`config.mk`:
```
export PLATFORM = sky130hd
export DESIGN_NAME = tx_serializer_flat
export DESIGN_NICKNAME = d
export VERILOG_FILES = /design/src/rtl/tx_serializer_pkg.sv /design/src/rtl/tx_serializer_if.sv /design/src/rtl/tx_byte_mux.sv /design/src/rtl/tx_serializer.sv /design/src/flat_wrapper.sv
export SDC_FILE = /design/constraint.sdc
export NUM_CORES = 2
export LEC_CHECK = 0
export ABC_CLOCK_PERIOD_IN_PS = 24800
export CAP_MARGIN = 30
export CORE_MARGIN = 8
export CORE_UTILIZATION = 52
export CTS_CLUSTER_DIAMETER = 150
export CTS_CLUSTER_SIZE = 25
export DETAILED_ROUTE_END_ITERATION = 10
export GPL_TIMING_DRIVEN = 0
export PLACE_DENSITY = 0.81
export SLEW_MARGIN = 20
export SYNTH_ARGS = -nofsm -noshare
export SYNTH_HDL_FRONTEND = slang
export SYNTH_SLANG_ARGS = --single-unit
export TNS_END_PERCENT = 100
```
`constraint.sdc`:
```
create_clock -name clk -period 24.8 [get_ports clk]
set_clock_uncertainty 0.1 [all_clocks]
set_input_delay 2.48 -clock clk [delete_from_list [all_inputs] [get_ports clk]]
set_output_delay 2.48 -clock clk [all_outputs]
set_load 0.01 [all_outputs]
```
`src/rtl/tx_serializer_pkg.sv`:
```
// Shared definitions for the word buffers: sizes, FSM encoding and byte-lane order.
// The receive-side packing uses the same lane order, so both ends agree on MSB-first.
package tx_serializer_pkg;

    localparam int DEF_NUM_WORDS  = 20;
    localparam int BYTES_PER_WORD = 4;

    typedef enum logic [1:0] {
        ST_IDLE = 2'd0,
        ST_SEND = 2'd1,
        ST_DONE = 2'd2
    } state_t;

    // Byte offset 0 selects the most significant lane (bits 31:24).
    localparam logic LANE_MSB_FIRST = 1'b1;

    function automatic logic [1:0] byte_lane(input logic [1:0] idx);
        return LANE_MSB_FIRST ? (2'd3 - idx) : idx;
    endfunction

endpackage

```
`src/rtl/tx_serializer_if.sv`:
```
// Byte stream handshake between the serializer and the UART transmitter.
interface tx_serializer_if;

    logic [7:0] tx_data;
    logic       tx_valid;
    logic       tx_ready;

    modport master (
        output tx_data,
        output tx_valid,
        input  tx_ready
    );

    modport slave (
        input  tx_data,
        input  tx_valid,
        output tx_ready
    );

endinterface

```
`src/rtl/tx_byte_mux.sv`:
```
// Combinational byte select from the snapshot; no register stage, so tx_data
// follows the registered offsets with no added latency.
module tx_byte_mux
    import tx_serializer_pkg::*;
#(
    parameter int NUM_WORDS = DEF_NUM_WORDS,
    parameter int CNT_W     = 5
) (
    input  logic [NUM_WORDS*32-1:0] snap,
    input  logic [CNT_W-1:0]        word_off,
    input  logic [1:0]              byte_off,
    output logic [7:0]              data
);

    logic [31:0] word;
    logic [1:0]  lane;

    always_comb begin
        word = '0;
        for (int k = 0; k < NUM_WORDS; k++) begin
            if (word_off == CNT_W'(k)) begin
                word = snap[32*k +: 32];
            end
        end
    end

    always_comb begin
        lane = byte_lane(byte_off);
        data = 8'h00;
        unique case (lane)
            2'd0: data = word[7:0];
            2'd1: data = word[15:8];
            2'd2: data = word[23:16];
            2'd3: data = word[31:24];
            default: data = 8'h00;
        endcase
    end

endmodule

```
`src/rtl/tx_serializer.sv`:
```
// Snapshots up to NUM_WORDS result words on start and streams them out as bytes,
// word 0 first and MSB-first within a word, over a valid/ready handshake.
module tx_serializer
    import tx_serializer_pkg::*;
#(
    parameter int NUM_WORDS = DEF_NUM_WORDS,
    parameter int CNT_W     = 5
) (
    input  logic                    clk,
    input  logic                    rst,
    input  logic                    start,
    input  logic [CNT_W-1:0]        word_count,
    input  logic [NUM_WORDS*32-1:0] data_in,
    tx_serializer_if.master         tx,
    output logic                    busy,
    output logic                    done,
    output logic [CNT_W-1:0]        word_offset,
    output logic [1:0]              byte_offset
);

    state_t                  state_q, state_d;
    logic [NUM_WORDS*32-1:0] snap_q, snap_d;
    logic [CNT_W-1:0]        cnt_q, cnt_d;
    logic [CNT_W-1:0]        word_q, word_d;
    logic [1:0]              byte_q, byte_d;
    logic                    valid_q, valid_d;
    logic                    busy_q, busy_d;
    logic                    done_q, done_d;

    logic [CNT_W-1:0] eff_cnt;
    logic             xfer;
    logic             last;

    always_comb begin
        eff_cnt = (word_count > CNT_W'(NUM_WORDS)) ? CNT_W'(NUM_WORDS)
                                                   : word_count;
        xfer    = valid_q & tx.tx_ready;
        last    = (byte_q == 2'(BYTES_PER_WORD - 1)) &&
                  (word_q == cnt_q - CNT_W'(1));

        state_d = state_q;
        snap_d  = snap_q;
        cnt_d   = cnt_q;
        word_d  = word_q;
        byte_d  = byte_q;
        valid_d = valid_q;
        busy_d  = busy_q;
        done_d  = 1'b0;

        unique case (state_q)
            ST_IDLE: begin
                if (start) begin
                    snap_d = data_in;
                    cnt_d  = eff_cnt;
                    word_d = '0;
                    byte_d = '0;
                    busy_d = 1'b1;
                    if (eff_cnt == '0) begin
                        state_d = ST_DONE;
                        done_d  = 1'b1;
                    end else begin
                        state_d = ST_SEND;
                        valid_d = 1'b1;
                    end
                end
            end
            ST_SEND: begin
                if (xfer) begin
                    // Offsets hold on the final byte so they still name it in DONE.
                    if (last) begin
                        state_d = ST_DONE;
                        valid_d = 1'b0;
                        done_d  = 1'b1;
                    end else begin
                        byte_d = byte_q + 2'd1;
                        if (byte_q == 2'd3) begin
                            word_d = word_q + CNT_W'(1);
                        end
                    end
                end
            end
            ST_DONE: begin
                state_d = ST_IDLE;
                busy_d  = 1'b0;
            end
            default: begin
                state_d = ST_IDLE;
                valid_d = 1'b0;
                busy_d  = 1'b0;
            end
        endcase
    end

    always_ff @(posedge clk or posedge rst) begin
        if (rst) begin
            state_q <= ST_IDLE;
            snap_q  <= '0;
            cnt_q   <= '0;
            word_q  <= '0;
            byte_q  <= '0;
            valid_q <= 1'b0;
            busy_q  <= 1'b0;
            done_q  <= 1'b0;
        end else begin
            state_q <= state_d;
            snap_q  <= snap_d;
            cnt_q   <= cnt_d;
            word_q  <= word_d;
            byte_q  <= byte_d;
            valid_q <= valid_d;
            busy_q  <= busy_d;
            done_q  <= done_d;
        end
    end

    tx_byte_mux #(
        .NUM_WORDS (NUM_WORDS),
        .CNT_W     (CNT_W)
    ) u_mux (
        .snap     (snap_q),
        .word_off (word_q),
        .byte_off (byte_q),
        .data     (tx.tx_data)
    );

    assign tx.tx_valid  = valid_q;
    assign busy         = busy_q;
    assign done         = done_q;
    assign word_offset  = word_q;
    assign byte_offset  = byte_q;

endmodule

```
`src/flat_wrapper.sv`:
```
// flat-port wrapper written by rule: the top's interface ports become plain ports
module tx_serializer_flat import tx_serializer_pkg::*;
#(
    parameter int NUM_WORDS = DEF_NUM_WORDS,
    parameter int CNT_W     = 5
)
  (clk, rst, start, word_count, data_in, busy, done, word_offset, byte_offset, tx_tx_data, tx_tx_valid, tx_tx_ready);
  tx_serializer_if tx_i ();
  input  logic clk;
  input  logic rst;
  input  logic start;
  input  logic [CNT_W-1:0] word_count;
  input  logic [NUM_WORDS*32-1:0] data_in;
  output logic busy;
  output logic done;
  output logic [CNT_W-1:0] word_offset;
  output logic [1:0] byte_offset;
  output wire logic [$bits(tx_i.tx_data)-1:0] tx_tx_data;
  output wire logic [$bits(tx_i.tx_valid)-1:0] tx_tx_valid;
  input wire logic [$bits(tx_i.tx_ready)-1:0] tx_tx_ready;
  assign tx_tx_data = tx_i.tx_data;
  assign tx_tx_valid = tx_i.tx_valid;
  assign tx_i.tx_ready = tx_tx_ready;
  tx_serializer #(.NUM_WORDS(NUM_WORDS), .CNT_W(CNT_W)) u_core (.clk(clk), .rst(rst), .start(start), .word_count(word_count), .data_in(data_in), .tx(tx_i), .busy(busy), .done(done), .word_offset(word_offset), .byte_offset(byte_offset));
endmodule
```
==> reports/results.ini <==
[global_routing]
grt_start_max_net_pins = 101
antenna_found_initial = 11
grt_pass1_vias = 33200
track_usage_pct = 45.2
grt_overflow_total = 0
grt_pass1_wl_mm = 230

[route]
wl_per_cell_um = 30.0
wl_mm = 163
via_per_inst = 6.35
ant_nets = 0
drt_iter0_markers = 5785
drcViolationCount = 0
drtPass1Iterations = 8
vias = 34600

[cts]
ctsHoldBuffers = 0
cts_htree_levels = 1
postCtsSetupRepairBufs = 0
clock_path_buffers = 3
clock_sinks = 657
cts_made_buffers = 30
root_buffer = clkbuf_16
clkTransAtPathRegs_ns = 0.10
cts_resized = 0
cts_tree = done
insertion_delay_ns = 0.65

[status]
status = complete, no violations

[synth]
synth-seq-area-share_pct = 51.7
ys_warn_count = 0
synth_cells = 3944
synth_area_um2 = 31800
syn_area_per_cell_um2 = 8.07
synth-main-ff-cell = dfrtp_1
ys_ff_latch = 657
synthArstFlopShare_pct = 100
yosysUniqueCellTypes = 88
synth-edff-count = 0
synth_nets = 4603

[sta]
fin_crit_sh_pct = 40.1
timing.fmax_ghz = 0.101
final-max-slew-violation-count = 0
rsz0062_at_grt = false
fin_setup_tns_ns = 0
maxSlewHeadroom_pct = 18.1
fin_crit_ns = 9.95
hold_violations = 0
setup_violations = 0
worst_pin_slew_ns = 1.20

[die]
fp.dieW_um = 263
core_um2 = 60500
fp-row-count = 90
die_area_um2 = 69300
io_pins = 667
die_h_um = 263
start_util_pct = 52.6

[finish]
syn_to_final_growth_pct = 27.4
layout-drive-gt1-share_pct = 3.20
fin_cells = 5447
layout_common_cells = 2007 x nand2_1, 666 x clkdlybuf4s50_1, 657 x dfrtp_1
final_common_cell = nand2_1
final_nets = 5316
num-fill-cells = 5105

[min_path]
whs_path_depth = 2
hold_path_class = flip-flop to flip-flop
worstHoldStart = u_core.snap_q[279]
hold_path_end = u_core.snap_q[279]

[power]
power_density_nw_per_um2 = 108
ir_drop_uv = 87.3
p_leak_nw = 19.5

[critical_path]
arrival_ns = 7.37
reg2reg_slack_ns = 20.97
required_ns = 22.22
worst_setup_path_start_kind = flip-flop
r2r-start = u_core.state_q[1]
r2r_end = u_core.busy
critPathMaxFanout = 10
cp-end-kind = primary output
crit_type = flip-flop to primary output
reg2regPathDepth = 6

[placed_design]
gp_congestion = 1.10
place_inst = 5405
io_buffers = 666
hpwl_mm = 131

[flow_run]
max_cap_viol_count = 0

## power breakdown
part	internal [mW]	switching [mW]	leakage [nW]	total, mW
combinational	0.621	1.16	10.9	1.78
sequential	1.56	0.457	8.19	2.02
clock	0.220	0.360	0.386	0.580
total	2.40	1.97	19.5	4.37
## synthesized netlist by cell type, drive strengths merged, types with 5 or more instances
cell	count	area, um^2
dfrtp	657	16400
a2111oi	15	138
o2bb2ai	7	61.3
clkbuf	182	683
nor4	13	81.3
o22ai	59	369
or2	5	31.3
a211o	14	123
nand3	24	120
nor3b	5	42.5
buf	100	519
and4bb	8	100
nor3	23	120
o221a	7	78.8
ha	10	125
nand4bb	11	140
a21o	17	128
nor2	114	440
a31oi	16	100
a32oi	11	96.3
o21ai	126	631
xnor2	5	43.8
a22o	10	87.6
nor2b	17	106
a22oi	36	275
a21oi	122	611
a221oi	45	394
o2111ai	9	78.8
o22a	7	61.3
inv	29	109
nand2b	19	119
nand2	2007	7530
a221o	17	170
and3	6	37.5
nand4	6	37.5
o32ai	12	113
o21a	5	37.5
o221ai	26	228
or3	8	55.1
o211ai	30	225
a211oi	22	170
o311ai	6	52.6
## logic make-up after synthesis
family                     after synthesis  synth area share, %
DFF                                    657                 51.7
buffers and inverters                  314                 4.16
AOI/OAI and AO/OA                      653                 14.2
xor gates and xnor gates                 5                0.138
muxes                                    3               0.0983
and+or+nand+nor                       2302                 29.3
adders and majority gates               10                0.393
## state kept, by name, indices dropped and copies added (netlist names)
name / count
u_core.tx.tx_valid: 1
u_core.snap_q: 640
u_core.cnt_q: 5
u_core.busy: 1
u_core.word_offset: 5
u_core.done: 1
u_core.state_q: 2
u_core.byte_offset: 2
## metrics by stage
step / hold slack [ns] / power, mW / worst slack [ns] / utilization (%) / cell area [um^2]
global placement: 0.353 / 3.60 / -3.79 / 65.2 / 39500
CTS: 0.384 / 4.22 / 15.32 / 66.9 / 40500
detailed placement: 0.359 / 3.65 / 16.04 / 65.6 / 39700
floorplan: 0.337 / 2.72 / 3.81 / - / 31800
finish: 0.388 / 4.37 / 14.85 / 67.0 / 40500
global route: 0.402 / 4.49 / 15.04 / 67.0 / 40500
## how the worst max path moves through the flow
stage | from | endpoint | cells past startpoint
global route | u_core.word_offset[0] | tx_tx_data[5] | 16
finish | u_core.word_offset[0] | tx_tx_data[5] | 16
global placement | rst | u_core.snap_q[346] | 2
CTS | u_core.word_offset[0] | tx_tx_data[0] | 16
detailed placement | u_core.word_offset[1] | tx_tx_data[0] | 16
floorplan | rst | u_core.busy | 1
## metal layers
metal | up-vias | wire, um | track usage [%]
met3 | 615 | 22600 | 14.5
met2 | 2822 | 69300 | 66.7
met1 | 16700 | 58400 | 57.7
li1 | 14500 | - | -
met5 | - | 90 | 0.355
met4 | 10 | 12900 | 27.1
## area by class of cell
class | count | area [um^2] | share of cell area, %
Timing Repair Buffer | 681 | 6920 | 17.1
Multi-Input combinational cell | 2973 | 14000 | 34.7
Buffer | 282 | 1200 | 2.97
Tap cell | 782 | 978 | 2.41
Sequential cell | 657 | 16400 | 40.6
Clock buffer | 30 | 751 | 1.85
Antenna cell | 8 | 20.0 | 0.0494
Inverter | 32 | 128 | 0.315
Clock inverter | 2 | 36.3 | 0.0895
## worst max-delay path: stages (launching register included)
cell and delay, ns:
dfrtp_1 0.59, ha_1 0.32, buf_2 0.27, buf_2 0.30, clkbuf_1 0.65, buf_2 0.49
and3_1 0.21, ha_1 0.31, clkbuf_1 0.44, inv_1 0.32, clkbuf_1 0.34, o21a_1 0.29
o2111ai_1 0.27, o221ai_1 0.17, a211oi_1 0.64, a41oi_1 0.48, clkdlybuf4s50_1 0.62
(Power assumes the default switching activity.)
